## config.mk

```make
export PLATFORM = sky130hd
export DESIGN_NAME = img_tx_scheduler_flat
export DESIGN_NICKNAME = d
export VERILOG_FILES = /design/src/rtl/img_tx_scheduler_pkg.sv /design/src/rtl/img_tx_scheduler_if.sv /design/src/rtl/img_tx_scheduler_rr_arbiter.sv /design/src/rtl/img_tx_scheduler.sv /design/src/flat_wrapper.sv
export SDC_FILE = /design/constraint.sdc
export NUM_CORES = 1
export LEC_CHECK = 0
export CAP_MARGIN = 20
export CORE_AREA = 2 2 87 89
export CTS_CLUSTER_DIAMETER = 100
export DETAILED_ROUTE_END_ITERATION = 12
export DIE_AREA = 0 0 89 91
export SLEW_MARGIN = 5
export SYNTH_ARGS = -nofsm -noshare
export SYNTH_HDL_FRONTEND = slang
export SYNTH_SLANG_ARGS = --single-unit
```

## constraint.sdc

```tcl
create_clock -name clk -period 3.2 [get_ports clk]
set_clock_uncertainty 0.2 [all_clocks]
set_input_delay 0.64 -clock clk [delete_from_list [all_inputs] [get_ports clk]]
set_output_delay 0.64 -clock clk [all_outputs]
set_load 0.02 [all_outputs]
```

## src/rtl/img_tx_scheduler_pkg.sv

```systemverilog
// Shared types for the image readback scheduler: FSM state encoding and header byte format.
// Purely declarative; no timing or flow control of its own.
package img_tx_pkg;

    typedef enum logic [2:0] {
        IDLE   = 3'd0,
        HEADER = 3'd1,
        FETCH  = 3'd2,
        SEND   = 3'd3,
        DONE   = 3'd4
    } state_t;

    localparam logic [3:0] HDR_MAGIC = 4'hA;

    function automatic logic [7:0] hdr_byte(input logic [3:0] src_idx);
        return {HDR_MAGIC, src_idx};
    endfunction

endpackage

```

## src/rtl/img_tx_scheduler_if.sv

```systemverilog
// Bundle of the scheduler's request, BRAM read and byte-transmit signals.
// master = scheduler side, slave = BRAMs / requesters / UART wrapper side.
interface img_tx_scheduler_if #(
    parameter int NUM_SRC    = 4,
    parameter int ADDR_WIDTH = 15
);
    logic [NUM_SRC-1:0]    req_in;
    logic [8*NUM_SRC-1:0]  rd_data_in;
    logic                  tx_ready_in;
    logic [NUM_SRC-1:0]    grant_out;
    logic [ADDR_WIDTH-1:0] rd_addr_out;
    logic [7:0]            tx_data_out;
    logic                  tx_valid_out;
    logic [NUM_SRC-1:0]    done_out;
    logic                  busy_out;

    modport master (
        input  req_in, rd_data_in, tx_ready_in,
        output grant_out, rd_addr_out, tx_data_out, tx_valid_out, done_out, busy_out
    );

    modport slave (
        output req_in, rd_data_in, tx_ready_in,
        input  grant_out, rd_addr_out, tx_data_out, tx_valid_out, done_out, busy_out
    );
endinterface

```

## src/rtl/img_tx_scheduler_rr_arbiter.sv

```systemverilog
// Round-robin picker: first asserted request searching upward (with wrap) from last_grant+1.
// Purely combinational, zero latency; no backpressure.
module rr_arbiter #(
    parameter  int NUM_SRC = 4,
    localparam int IDX_W   = $clog2(NUM_SRC)
) (
    input  logic [NUM_SRC-1:0] req,
    input  logic [IDX_W-1:0]   last_grant,
    output logic [NUM_SRC-1:0] grant,
    output logic [IDX_W-1:0]   idx,
    output logic               any_req
);

    function automatic logic [IDX_W-1:0] wrap_idx(input logic [IDX_W-1:0] base, input int off);
        int s;
        s = int'(base) + off;
        if (s >= NUM_SRC) s = s - NUM_SRC;
        return IDX_W'(s);
    endfunction

    // Offsets 1..NUM_SRC visit every source once, last_grant itself last.
    always_comb begin
        grant   = '0;
        idx     = '0;
        any_req = 1'b0;
        for (int off = 1; off <= NUM_SRC; off++) begin
            if (!any_req && req[wrap_idx(last_grant, off)]) begin
                any_req                        = 1'b1;
                grant[wrap_idx(last_grant, off)] = 1'b1;
                idx                            = wrap_idx(last_grant, off);
            end
        end
    end

endmodule

```

## src/rtl/img_tx_scheduler.sv

```systemverilog
// Shares one byte link among image buffers: header byte, then every pixel read from the granted BRAM.
// Per pixel BRAM_LATENCY+2 cycles with ready high; tx_valid holds with stable data until tx_ready.
module img_tx_scheduler
    import img_tx_pkg::*;
#(
    parameter int NUM_SRC      = 4,
    parameter int ADDR_WIDTH   = 15,
    parameter int IMG_PIXELS   = 16384,
    parameter int BRAM_LATENCY = 2
) (
    input  logic              clk,
    input  logic              rst_in,
    img_tx_scheduler_if.master bus
);

    localparam int IDX_W  = $clog2(NUM_SRC);
    localparam int WAIT_W = $clog2(BRAM_LATENCY + 1);
    localparam logic [ADDR_WIDTH-1:0] ADDR_LAST = ADDR_WIDTH'(IMG_PIXELS - 1);
    localparam logic [WAIT_W-1:0]     WAIT_LAST = WAIT_W'(BRAM_LATENCY);

    state_t                state_q, state_d;
    logic [NUM_SRC-1:0]    grant_q, grant_d;
    logic [IDX_W-1:0]      gidx_q, gidx_d;
    logic [IDX_W-1:0]      last_q, last_d;
    logic [ADDR_WIDTH-1:0] addr_q, addr_d;
    logic [WAIT_W-1:0]     wait_q, wait_d;
    logic [7:0]            pix_q, pix_d;

    logic [NUM_SRC-1:0]    arb_grant;
    logic [IDX_W-1:0]      arb_idx;
    logic                  arb_any;
    logic [7:0]            sel_dat;
    logic                  tx_vld;
    logic [7:0]            tx_dat;
    logic [NUM_SRC-1:0]    done_o;
    logic                  tx_hs;

    rr_arbiter #(.NUM_SRC(NUM_SRC)) u_arb (
        .req        (bus.req_in),
        .last_grant (last_q),
        .grant      (arb_grant),
        .idx        (arb_idx),
        .any_req    (arb_any)
    );

    // grant_q is one-hot, so an OR of masked lanes is the read-data mux.
    always_comb begin
        sel_dat = '0;
        for (int i = 0; i < NUM_SRC; i++) begin
            if (grant_q[i]) sel_dat = sel_dat | bus.rd_data_in[8*i +: 8];
        end
    end

    always_ff @(posedge clk) begin
        if (!rst_in) begin
            state_q <= IDLE;
            grant_q <= '0;
            gidx_q  <= '0;
            last_q  <= IDX_W'(NUM_SRC - 1);
            addr_q  <= '0;
            wait_q  <= '0;
            pix_q   <= '0;
        end else begin
            state_q <= state_d;
            grant_q <= grant_d;
            gidx_q  <= gidx_d;
            last_q  <= last_d;
            addr_q  <= addr_d;
            wait_q  <= wait_d;
            pix_q   <= pix_d;
        end
    end

    assign tx_hs = tx_vld & bus.tx_ready_in;

    always_comb begin
        state_d = state_q;
        grant_d = grant_q;
        gidx_d  = gidx_q;
        last_d  = last_q;
        addr_d  = addr_q;
        wait_d  = wait_q;
        pix_d   = pix_q;
        case (state_q)
            IDLE: begin
                if (arb_any) begin
                    grant_d = arb_grant;
                    gidx_d  = arb_idx;
                    state_d = HEADER;
                end
            end
            HEADER: begin
                if (tx_hs) begin
                    addr_d  = '0;
                    wait_d  = '0;
                    state_d = FETCH;
                end
            end
            FETCH: begin
                // Address has been stable for BRAM_LATENCY cycles on the last count.
                if (wait_q == WAIT_LAST) begin
                    pix_d   = sel_dat;
                    state_d = SEND;
                end else begin
                    wait_d = wait_q + 1'b1;
                end
            end
            SEND: begin
                if (tx_hs) begin
                    wait_d = '0;
                    if (addr_q == ADDR_LAST) begin
                        state_d = DONE;
                    end else begin
                        addr_d  = addr_q + 1'b1;
                        state_d = FETCH;
                    end
                end
            end
            DONE: begin
                last_d  = gidx_q;
                state_d = IDLE;
            end
            default: state_d = IDLE;
        endcase
    end

    always_comb begin
        tx_vld = 1'b0;
        tx_dat = '0;
        done_o = '0;
        case (state_q)
            HEADER: begin
                tx_vld = 1'b1;
                tx_dat = hdr_byte(4'(gidx_q));
            end
            SEND: begin
                tx_vld = 1'b1;
                tx_dat = pix_q;
            end
            DONE:    done_o = grant_q;
            default: ;
        endcase
    end

    assign bus.tx_valid_out = tx_vld;
    assign bus.tx_data_out  = tx_dat;
    assign bus.done_out     = done_o;
    assign bus.busy_out     = (state_q != IDLE);
    assign bus.grant_out    = (state_q != IDLE) ? grant_q : '0;
    assign bus.rd_addr_out  = addr_q;

endmodule

```

## src/flat_wrapper.sv

```systemverilog
// flat-port wrapper written by rule: the top's interface ports become plain ports
module img_tx_scheduler_flat import img_tx_pkg::*;
#(
    parameter int NUM_SRC      = 4,
    parameter int ADDR_WIDTH   = 15,
    parameter int IMG_PIXELS   = 16384,
    parameter int BRAM_LATENCY = 2
)
  (clk, rst_in, bus_req_in, bus_rd_data_in, bus_tx_ready_in, bus_grant_out, bus_rd_addr_out, bus_tx_data_out, bus_tx_valid_out, bus_done_out, bus_busy_out);
  img_tx_scheduler_if #(.NUM_SRC(NUM_SRC), .ADDR_WIDTH(ADDR_WIDTH)) bus_i ();
  input  logic clk;
  input  logic rst_in;
  input wire logic [$bits(bus_i.req_in)-1:0] bus_req_in;
  input wire logic [$bits(bus_i.rd_data_in)-1:0] bus_rd_data_in;
  input wire logic [$bits(bus_i.tx_ready_in)-1:0] bus_tx_ready_in;
  output wire logic [$bits(bus_i.grant_out)-1:0] bus_grant_out;
  output wire logic [$bits(bus_i.rd_addr_out)-1:0] bus_rd_addr_out;
  output wire logic [$bits(bus_i.tx_data_out)-1:0] bus_tx_data_out;
  output wire logic [$bits(bus_i.tx_valid_out)-1:0] bus_tx_valid_out;
  output wire logic [$bits(bus_i.done_out)-1:0] bus_done_out;
  output wire logic [$bits(bus_i.busy_out)-1:0] bus_busy_out;
  assign bus_i.req_in = bus_req_in;
  assign bus_i.rd_data_in = bus_rd_data_in;
  assign bus_i.tx_ready_in = bus_tx_ready_in;
  assign bus_grant_out = bus_i.grant_out;
  assign bus_rd_addr_out = bus_i.rd_addr_out;
  assign bus_tx_data_out = bus_i.tx_data_out;
  assign bus_tx_valid_out = bus_i.tx_valid_out;
  assign bus_done_out = bus_i.done_out;
  assign bus_busy_out = bus_i.busy_out;
  img_tx_scheduler #(.NUM_SRC(NUM_SRC), .ADDR_WIDTH(ADDR_WIDTH), .IMG_PIXELS(IMG_PIXELS), .BRAM_LATENCY(BRAM_LATENCY)) u_core (.clk(clk), .rst_in(rst_in), .bus(bus_i));
endmodule
```

Yosys cells after proc, flatten, opt, wreduce, memory -nomap -nowiden
Index checks and enable logic that the tools add are counted.
{"block": "totals", "regBits": 36}
{"block": "classes", "n_bitwise": 7, "eq_ne": 13, "mux": 57, "n_reduce_logical": 20, "magnitude_cmp": 16, "n_addsub": 10}
{"op": "$mux 15", "count": 3}
{"op": "$mux 8", "count": 4}
{"op": "$pmux 15 s2", "count": 1}
{"op": "$mux 2", "count": 14}
{"op": "$lt 2x3->1 const B", "count": 8}
{"op": "$mux 4", "count": 6}
{"op": "$or 8x8->8", "count": 3}
{"op": "$pmux 8 s2", "count": 1}
{"op": "$add 15x1->15 const B", "count": 1}
{"op": "$eq 15x14->1 const B", "count": 1}
{"op": "$mux 3", "count": 5}
{"op": "$mux 1", "count": 13}
{"op": "$or 4x4->4", "count": 3}
{"op": "$pmux 3 s4", "count": 1}
{"op": "$ne 2x1->1 const B", "count": 5}
{"op": "$ge 3x3->1 const B", "count": 3}
{"op": "$bmux 1 s2", "count": 4}
{"op": "$demux 1 s2", "count": 4}
{"op": "$ge 2x1->1 const B", "count": 4}
{"op": "$reduce_and 4->1", "count": 2}
{"op": "$sub 2x1->2 const B", "count": 4}
{"op": "$logic_and 1x1->1", "count": 7}
{"op": "$add 2x2->3 const B", "count": 2}
{"op": "$eq 3x2->1 const B", "count": 2}
{"op": "other kinds (17)", "count": 22}

Logic depth before layout (Yosys ltp)
Gate-level depths: netlist (run 1).
{"block": "depth", "word_depth": 21, "ltp_mapped": 9}

Hierarchy
Synthesis (run 1) repeated with hierarchy kept, for this count alone.
{"block": "hier_totals", "hier_cells": 305, "area_unflattened_um2": 2551.2}
{"mod": "img_tx_scheduler", "cells_each": 219, "seq_area_each_um2": 720.7, "instances": 1, "area_per_inst_um2": 1921.8}
{"mod": "rr_arbiter", "cells_each": 86, "seq_area_each_um2": 0.0, "instances": 1, "area_per_inst_um2": 629.4}

Worst setup path before layout (run 1)
OpenSTA, ideal clock, no wires.
{"block": "synth_path", "path_type": "register to register", "start": "reg u_core.last_q[0]", "end": "reg u_core.grant_q[0]", "stages_incl_launch_ff": 10, "setup_ns": 0.127, "arrival_time_ns": 2.139, "period_less_slack_ns": 2.466, "slack_ns": 0.734, "path_cell_list": "dfxtp_1 buf_2 inv_1 ha_1 clkbuf_1 mux4_2 inv_1 and3_1 a221oi_1 a31oi_1"}
{"block": "synth_between", "elab_chain_cells": 16, "elab_cells_between_ends": 66}
{"element": "from (decl)", "line_no": "img_tx_scheduler.sv:24", "rtl": "logic [IDX_W-1:0] last_q, last_d;"}
{"element": "from (signal assigned)", "line_no": "img_tx_scheduler.sv:59", "rtl": "last_q <= IDX_W'(NUM_SRC - 1);"}
{"element": "from (signal assigned)", "line_no": "img_tx_scheduler.sv:67", "rtl": "last_q <= last_d;"}
{"element": "parallel branches: the longest is 16 deep, another holds $add 2x1->3"}
{"element": "to (signal assigned)", "line_no": "img_tx_scheduler.sv:65", "rtl": "grant_q <= grant_d;"}
{"element": "to (decl)", "line_no": "img_tx_scheduler.sv:22", "rtl": "logic [NUM_SRC-1:0] grant_q, grant_d;"}
Several ways; the timed one is not identified. The select of a mux whose other input is x is not followed.
A chain may end at the register's enable or synchronous reset.

Worst setup path in the final report (run 1)
{"block": "layout_path", "start": "reg u_core.state_q[2]", "end": "out bus_tx_data_out[2]"}
{"block": "layout_between", "elab_chain_cells": 2, "elab_cells_between_ends": 3}
{"element": "from (decl)", "line_no": "img_tx_scheduler.sv:21", "rtl": "state_t state_q, state_d;"}
{"element": "from (signal assigned)", "line_no": "img_tx_scheduler.sv:64", "rtl": "state_q <= state_d;"}
{"element": "$eq 3x2->1 / $eq 3x1->1 (equally long branches)", "line_no": "img_tx_scheduler.sv:131", "rtl": "case (state_q)"}
{"element": "$pmux 8 s2 (*)", "line_no": "img_tx_scheduler.sv:131"}
{"element": "to (decl)", "line_no": "flat_wrapper.sv:18", "rtl": "output wire logic [$bits(bus_i.tx_data_out)-1:0] bus_tx_data_out;"}
Every way passes the cells marked *; elsewhere a longest branch is shown, timed or not.

==> flow_summary.yaml, run 1 <==
setup_path:
  critPathMaxStageDelay_ns: 0.53
  setup.worst_path.start_class: "flop"
  end_kind: "output pin"
  cp_cell_sequence: "nand2b_1 > clkinv_1 > and3_1 > clkdlybuf4s50_1"
  crit_buf_inv: 2
  crit_slowest_cell: "clkdlybuf4s50_1"
  path_delay_family: "buffers and inverters"
  critical_path_class: "reg2out"
  cp_max_fo: 9
  critPathRequiredTime_ns: 2.36
  arrival_ns: 1.89
floorplanning:
  start_util_pct: 33.33
  die_x_um: 89
  core_area_um2: 7137
  die-area_um2: 8099
  rows: 31
  die_y_um: 91
  io_pins: 72
logic_synthesis:
  synth_cell_types: 54
  synth_fp_nets: 327
  yosysWarnings: 0
  netlist_instances: 278
  ys_ff_latch: 36
  syn_avg_cell_area_um2: 8.556
  ys_seq_area_share_pct: 30.30
  mappedNetlistArea_um2: 2379
place:
  io_buffers: 71
  place_ws_ns: 0.2650
  place_area_um2: 3219
  place_inst: 441
  dp_hpwl_um: 4791
  gp_congestion: 0.7849
cells_and_area:
  area_growth_syn_to_layout_pct: 39.14
  finish.utilization_pct: 46.37
  finalNonFillerCells: 449
  drive_above_1_share_pct: 9.429
  antenna_cells: 0
  nets: 398
  fillCellCount: 737
  fin_area_um2: 3309
detailed_routing:
  wl_um: 6369
  first_pass_iters: 4
  viasPerCell: 5.209
  wl_per_cell_um: 14.18
  dr_total_vias: 2339
  ant_nets: 0
  drt_iter0_drc: 75
  post-route-drc-count: 0
clocking:
  ctsResizeCount: 0
  clock_latency_ns: 0.28
  numCtsBuffers: 5
  clockBufferDepth: 2
  cts_tree: "yes"
  cts_root_buffer: "clkbuf_8"
  hold_buffers: 0
  cts_setup_buffers: 0
  h-tree-depth: 2
  clock_sinks: 36
  clk_pin_slew_ns: 0.07
sta:
  finalHoldViolations: 0
  fin_crit_sh_pct: 85.42
  worst_slew_pin_slew_ns: 0.6445
  setup_tns_ns: 0
  drv_slew: 0
  setup_ws_ns: 0.4667
  relSlewSlack_pct: 56.57
  fmax_ghz: 0.3659
  hold_slack_ns: 0.2934
  fin_crit_ns: 2.733
  finalSetupViolCount: 0
  grt_setup_unrepaired: "false"
run:
  drv_cap: 0
power:
  p_leak_nw: 1.255
  power-per-cell-area_nw_per_um2: 326.5
  peakVddDrop_mv: 0.1569
  finalPower_mw: 1.080
global_routing:
  grt_pass1_vias: 2192
  grt_max_degree: 20
  grtUsageTotal_pct: 15.88
  overflow: 0
  grt_pass1_wl_um: 10450
  antenna_found_initial: 0
status:
  status: "complete, no violations"
worst_hold_path:
  worst_hold_path_type: "reg2reg"
## cell usage after synthesis (all sizes together)
| library cell | count | area [um2] |
|---|---|---|
| o21ai | 10 | 50.05 |
| nor3 | 11 | 60.06 |
| nand2 | 16 | 62.56 |
| a311oi | 1 | 15.01 |
| nor3b | 4 | 30.03 |
| a2111oi | 1 | 27.53 |
| mux4 | 2 | 45.04 |
| nand4 | 4 | 40.04 |
| a221oi | 5 | 43.79 |
| and2 | 8 | 50.05 |
| o2111a | 1 | 11.26 |
| mux2i | 5 | 50.05 |
| nand2b | 2 | 12.51 |
| o22ai | 2 | 12.51 |
| nand3 | 18 | 95.09 |
| a31oi | 5 | 31.28 |
| inv | 8 | 30.03 |
| o221ai | 1 | 8.760 |
| dfxtp | 36 | 720.7 |
| nand3b | 4 | 33.78 |
| a22oi | 16 | 120.1 |
| o211ai | 5 | 37.54 |
| o221a | 1 | 11.26 |
| nor2b | 4 | 25.02 |
| buf | 5 | 33.78 |
| xnor2 | 8 | 70.07 |
| o41ai | 1 | 16.27 |
| nor4 | 3 | 33.78 |
| or3 | 3 | 28.78 |
| or4 | 2 | 15.01 |
| nor2 | 20 | 75.07 |
| o31a | 1 | 8.760 |
| xor2 | 2 | 17.52 |
| a211oi | 4 | 30.03 |
| ha | 10 | 125.1 |
| and3b | 4 | 35.03 |
| a21oi | 9 | 45.04 |
| o21a | 1 | 7.510 |
| o211a | 8 | 80.08 |
| clkinv | 1 | 3.750 |
| and3 | 10 | 62.56 |
| nand4b | 1 | 8.760 |
| clkbuf | 15 | 57.55 |
## area by class of cell
| class | count | area, um2 | share of cell area (%) |
|---|---|---|---|
| inverters | 9 | 33.78 | 1.021 |
| well taps | 99 | 123.9 | 3.743 |
| multi-input cells | 213 | 1533 | 46.31 |
| flip-flops and latches | 36 | 720.7 | 21.78 |
| repair buffers | 84 | 808.3 | 24.42 |
| clock buffers | 8 | 90.09 | 2.722 |
## final timing paths
check,end,startpoint,cells past startpoint,slack (ns)
setup / recovery,bus_tx_data_out[2],u_core.state_q[2]$_SDFFE_PN0P_,4,0.47
setup reg to reg,u_core.grant_q[0]$_SDFFE_PN0P_,u_core.last_q[1]$_SDFFE_PN1N_,7,0.61
hold reg to reg,u_core.pix_q[4]$_SDFFE_PN0N_,u_core.pix_q[4]$_SDFFE_PN0N_,1,0.29
hold / removal,u_core.pix_q[4]$_SDFFE_PN0N_,u_core.pix_q[4]$_SDFFE_PN0N_,1,0.29
## routing by layer
metal	up-vias	part of all wire, %	global-route usage, %
met5	-	0	0
met4	0	0.66	3.731
met3	5	4.9	2.818
met2	61	46	24.69
met1	1090	48	22.70
li1	1183	-	-
## layout by cell type, fill, tap and decap left out, types with 8 or more instances in the layout
cell type,Yosys,final
buf_4,1,13
nor3_1,10,10
nand3_1,17,17
a21oi_1,9,9
nand2_1,15,15
clkdlybuf4s50_1,0,71
nor2_1,20,20
o21ai_0,10,10
a22oi_1,16,16
dfxtp_1,36,36
xnor2_1,8,8
inv_1,8,8
ha_1,10,10
and3_1,10,10
o211a_1,8,8
## power breakdown
group          leakage, nW  total, mW  switching (mW)  internal [mW]
Clock               0.0455      0.328           0.153          0.176
Combinational        0.918      0.259           0.127          0.133
Sequential           0.292      0.493          0.0284          0.464
Total                 1.26       1.08           0.308          0.773
## registers in the layout (all words and copies together) (netlist names)
name                    flops
u_core.bus.rd_addr_out     15
u_core.pix_q                8
u_core.state_q              3
u_core.grant_q              4
u_core.gidx_q               2
u_core.wait_q               2
u_core.last_q               2
## cells by family (layout without fill, tap and decap cells)
group | count (synthesis) | count (layout) | share of synthesized area (%)
AO/OA/AOI/OAI | 72 | 72 | 23.41
AND/OR/NAND/NOR | 114 | 114 | 28.09
XOR/XNOR | 10 | 10 | 3.683
adder cells (fa/ha/maj) | 10 | 10 | 5.260
multiplexers | 7 | 7 | 3.998
flip-flops | 36 | 36 | 30.30
buffers and inverters | 29 | 101 | 5.260
## worst reg2reg max path, stage by stage (launching register included)
cell      delay, ns
dfxtp_1        0.53
inv_1          0.23
ha_1           0.52
mux4_2         0.32
inv_1          0.10
and3_1         0.18
a221oi_1       0.23
a31oi_1        0.13
No activity file was read; power rests on OpenSTA's default activity.
==> run 2, diff against run 1 <==
--- a/config.mk
+++ b/config.mk
@@ -10,6 +10,7 @@
 export CTS_CLUSTER_DIAMETER = 100
 export DETAILED_ROUTE_END_ITERATION = 12
 export DIE_AREA = 0 0 89 91
+export SKIP_LAST_GASP = 1
 export SLEW_MARGIN = 5
 export SYNTH_ARGS = -nofsm -noshare
 export SYNTH_HDL_FRONTEND = slang
==> results of run 2 <==
No change in the layout: final DEF, timing and power equal those of run 1.
==> run 3, diff against run 2 <==
--- a/config.mk
+++ b/config.mk
@@ -10,7 +10,6 @@
 export CTS_CLUSTER_DIAMETER = 100
 export DETAILED_ROUTE_END_ITERATION = 12
 export DIE_AREA = 0 0 89 91
-export SKIP_LAST_GASP = 1
 export SLEW_MARGIN = 5
 export SYNTH_ARGS = -nofsm -noshare
 export SYNTH_HDL_FRONTEND = slang
==> constraint.sdc (replaced) <==
create_clock -name clk -period 2.85 [get_ports clk]
set_clock_uncertainty 0.2 [all_clocks]
set_input_delay 0.57 -clock clk [delete_from_list [all_inputs] [get_ports clk]]
set_output_delay 0.57 -clock clk [all_outputs]
set_load 0.02 [all_outputs]
==> run 3 against run 2 <==
Compared with the run above:
- critical path depth did not move
- flip-flop and latch count did not move
- clock power rose by 51%
- sequential power rose by 15%
- critical endpoint is now bus_tx_data_out[6]
- largest cell class unchanged
==> flow_summary.yaml, run 3 (synthesized netlist as in run 1, its figures left out) <==
status:
  status: "complete, no violations"
setup_path:
  crit_cells: 4
  r2r-start: "u_core.last_q[1]$_SDFFE_PN1N_"
  crit_end: "bus_tx_data_out[6]"
  critPathRequiredTime_ns: 2.08
  reg2reg_slack_ns: 0.64
  cp_max_fo: 9
  critical_path_class: "reg2out"
  setup.worst_path.start_class: "flop"
  crit_slowest_cell: "clkdlybuf4s50_1"
  crit_buf_inv: 2
  arrival_ns: 1.87
  rr_endpoint: "u_core.gidx_q[1]$_SDFFE_PN0P_"
  path_delay_family: "buffers and inverters"
  end_kind: "output pin"
  critPathMaxStageDelay_ns: 0.61
  rr_worst_depth: 7
  critPathLaunch: "u_core.state_q[0]$_SDFFE_PN0P_"
  cp_cell_sequence: "nand2b_1 > clkinv_1 > and3_1 > clkdlybuf4s50_1"
clocking:
  clk_pin_slew_ns: 0.07
  clock_sinks: 36
  h-tree-depth: 2
  numCtsBuffers: 5
  cts_root_buffer: "clkbuf_8"
  cts_tree: "yes"
  cts_setup_buffers: 0
  hold_buffers: 0
  clock_latency_ns: 0.29
  clockBufferDepth: 2
power:
  peakVddDrop_mv: 0.1625
  power_frac_clock_pct: 36.8
  p_sw_share_pct: 27.10
  p_leak_nw: 1.287
  p_int_uw: 980.5
  p_switching_uw: 364.5
  finalPower_mw: 1.345
  p_comb_share_pct: 21.1
  seq_power_share_pct: 42.1
  power-per-cell-area_nw_per_um2: 399.2
cells_and_area:
  layout_commonest_cell: "clkdlybuf4s50_1"
  nets: 401
  largest_register_ffs: 15
  drive_above_1_share_pct: 11.05
  antenna_cells: 0
  finish.utilization_pct: 47.21
  area_growth_syn_to_layout_pct: 41.66
  fin_area_um2: 3369
  final_cell_mix: "71 x clkdlybuf4s50_1, 35 x dfxtp_1, 20 x nor2_1"
sta:
  setup_ws_ns: 0.2067
  fin_crit_sh_pct: 92.75
  setup_tns_ns: 0
  fin_crit_ns: 2.643
  grt_setup_unrepaired: "false"
  drv_slew: 0
  finalHoldViolations: 0
  relSlewSlack_pct: 59.16
  worst_slew_pin_slew_ns: 0.6059
  finalSetupViolCount: 0
  fmax_ghz: 0.3783
detailed_routing:
  ant_nets: 0
  wl_um: 6412
  first_pass_iters: 4
  wl_per_cell_um: 14.19
  dr_total_vias: 2361
  viasPerCell: 5.223
  drt_iter0_drc: 105
  post-route-drc-count: 0
global_routing:
  grt_pass1_vias: 2227
  antenna_found_initial: 0
  grtUsageTotal_pct: 16.36
  grt_pass1_wl_um: 10670
  grt_max_degree: 18
  overflow: 0
place:
  place_ws_ns: 0.1479
  dp_hpwl_um: 4798
  gp_congestion: 0.8219
  place_area_um2: 3242
  io_buffers: 71
worst_hold_path:
  worst_hold_path_type: "reg2reg"
floorplanning:
  start_util_pct: 33.33
  core_area_um2: 7137
  die-area_um2: 8099
  io_pins: 72
  die_x_um: 89
  die_y_um: 91
  rows: 31
run:
  drv_cap: 0
## run 3: cell types whose count changed in the layout (fill, tap and decap cells not counted), sizes merged
cell | before | now
clkbuf | 8 | 7
bufinv | 0 | 1
buf | 13 | 16
## run 3: final cells by class
cell class                 instances  area [um2]
clock inverter                     1       30.03
tap                               99       123.9
multi-input combinational        213        1533
sequential                        36       721.9
timing repair buffer              87       830.8
inverter                           9       33.78
fill                             748        3767
clock buffer                       7       96.34
## run 3: metrics by stage
stage / hold slack, ns / instances
2_1_floorplan: 0.2589 / 278
3_3_place_gp: 0.2710 / 444
3_5_place_dp: 0.2778 / 444
4_1_cts: 0.2954 / 452
5_1_grt: 0.3161 / 452
6_report: 0.2950 / 452
## run 3: how the worst min path moves through the flow
stage	start	endpoint	slack (ns)	cells after the start
floorplan	u_core.gidx_q[1]$_SDFFE_PN0P_	u_core.gidx_q[1]$_SDFFE_PN0P_	0.26	2
global placement	u_core.pix_q[4]$_SDFFE_PN0N_	u_core.pix_q[4]$_SDFFE_PN0N_	0.27	1
detailed placement	u_core.pix_q[3]$_SDFFE_PN0N_	u_core.pix_q[3]$_SDFFE_PN0N_	0.28	1
CTS	u_core.pix_q[3]$_SDFFE_PN0N_	u_core.pix_q[3]$_SDFFE_PN0N_	0.30	1
global route	u_core.pix_q[1]$_SDFFE_PN0N_	u_core.pix_q[1]$_SDFFE_PN0N_	0.32	1
finish	u_core.pix_q[3]$_SDFFE_PN0N_	u_core.pix_q[3]$_SDFFE_PN0N_	0.30	1
## run 3: repair_timing
item,CTS,global route
gates resized for setup,0,1
hold endpoints to repair,0,0
endpoints found under the setup margin,0,4
## run 3: metal layers
layer / global-route usage [%] / wire, um / vias to the layer above
li1: - / - / 1189
met1: 24.21 / 3108 / 1097
met2: 24.00 / 2880 / 70
met3: 3.545 / 381 / 5
met4: 3.980 / 42 / 0
met5: 0 / 0 / -
## run 3: power by group through the flow
stage / Sequential [mW] / Combinational, mW / Clock, mW
global route: 0.572 / 0.308 / 0.527
global placement: 0.580 / 0.280 / 0
floorplan: 0.540 / 0.179 / 0
detailed placement: 0.578 / 0.284 / 0
finish: 0.567 / 0.283 / 0.495
CTS: 0.568 / 0.285 / 0.500
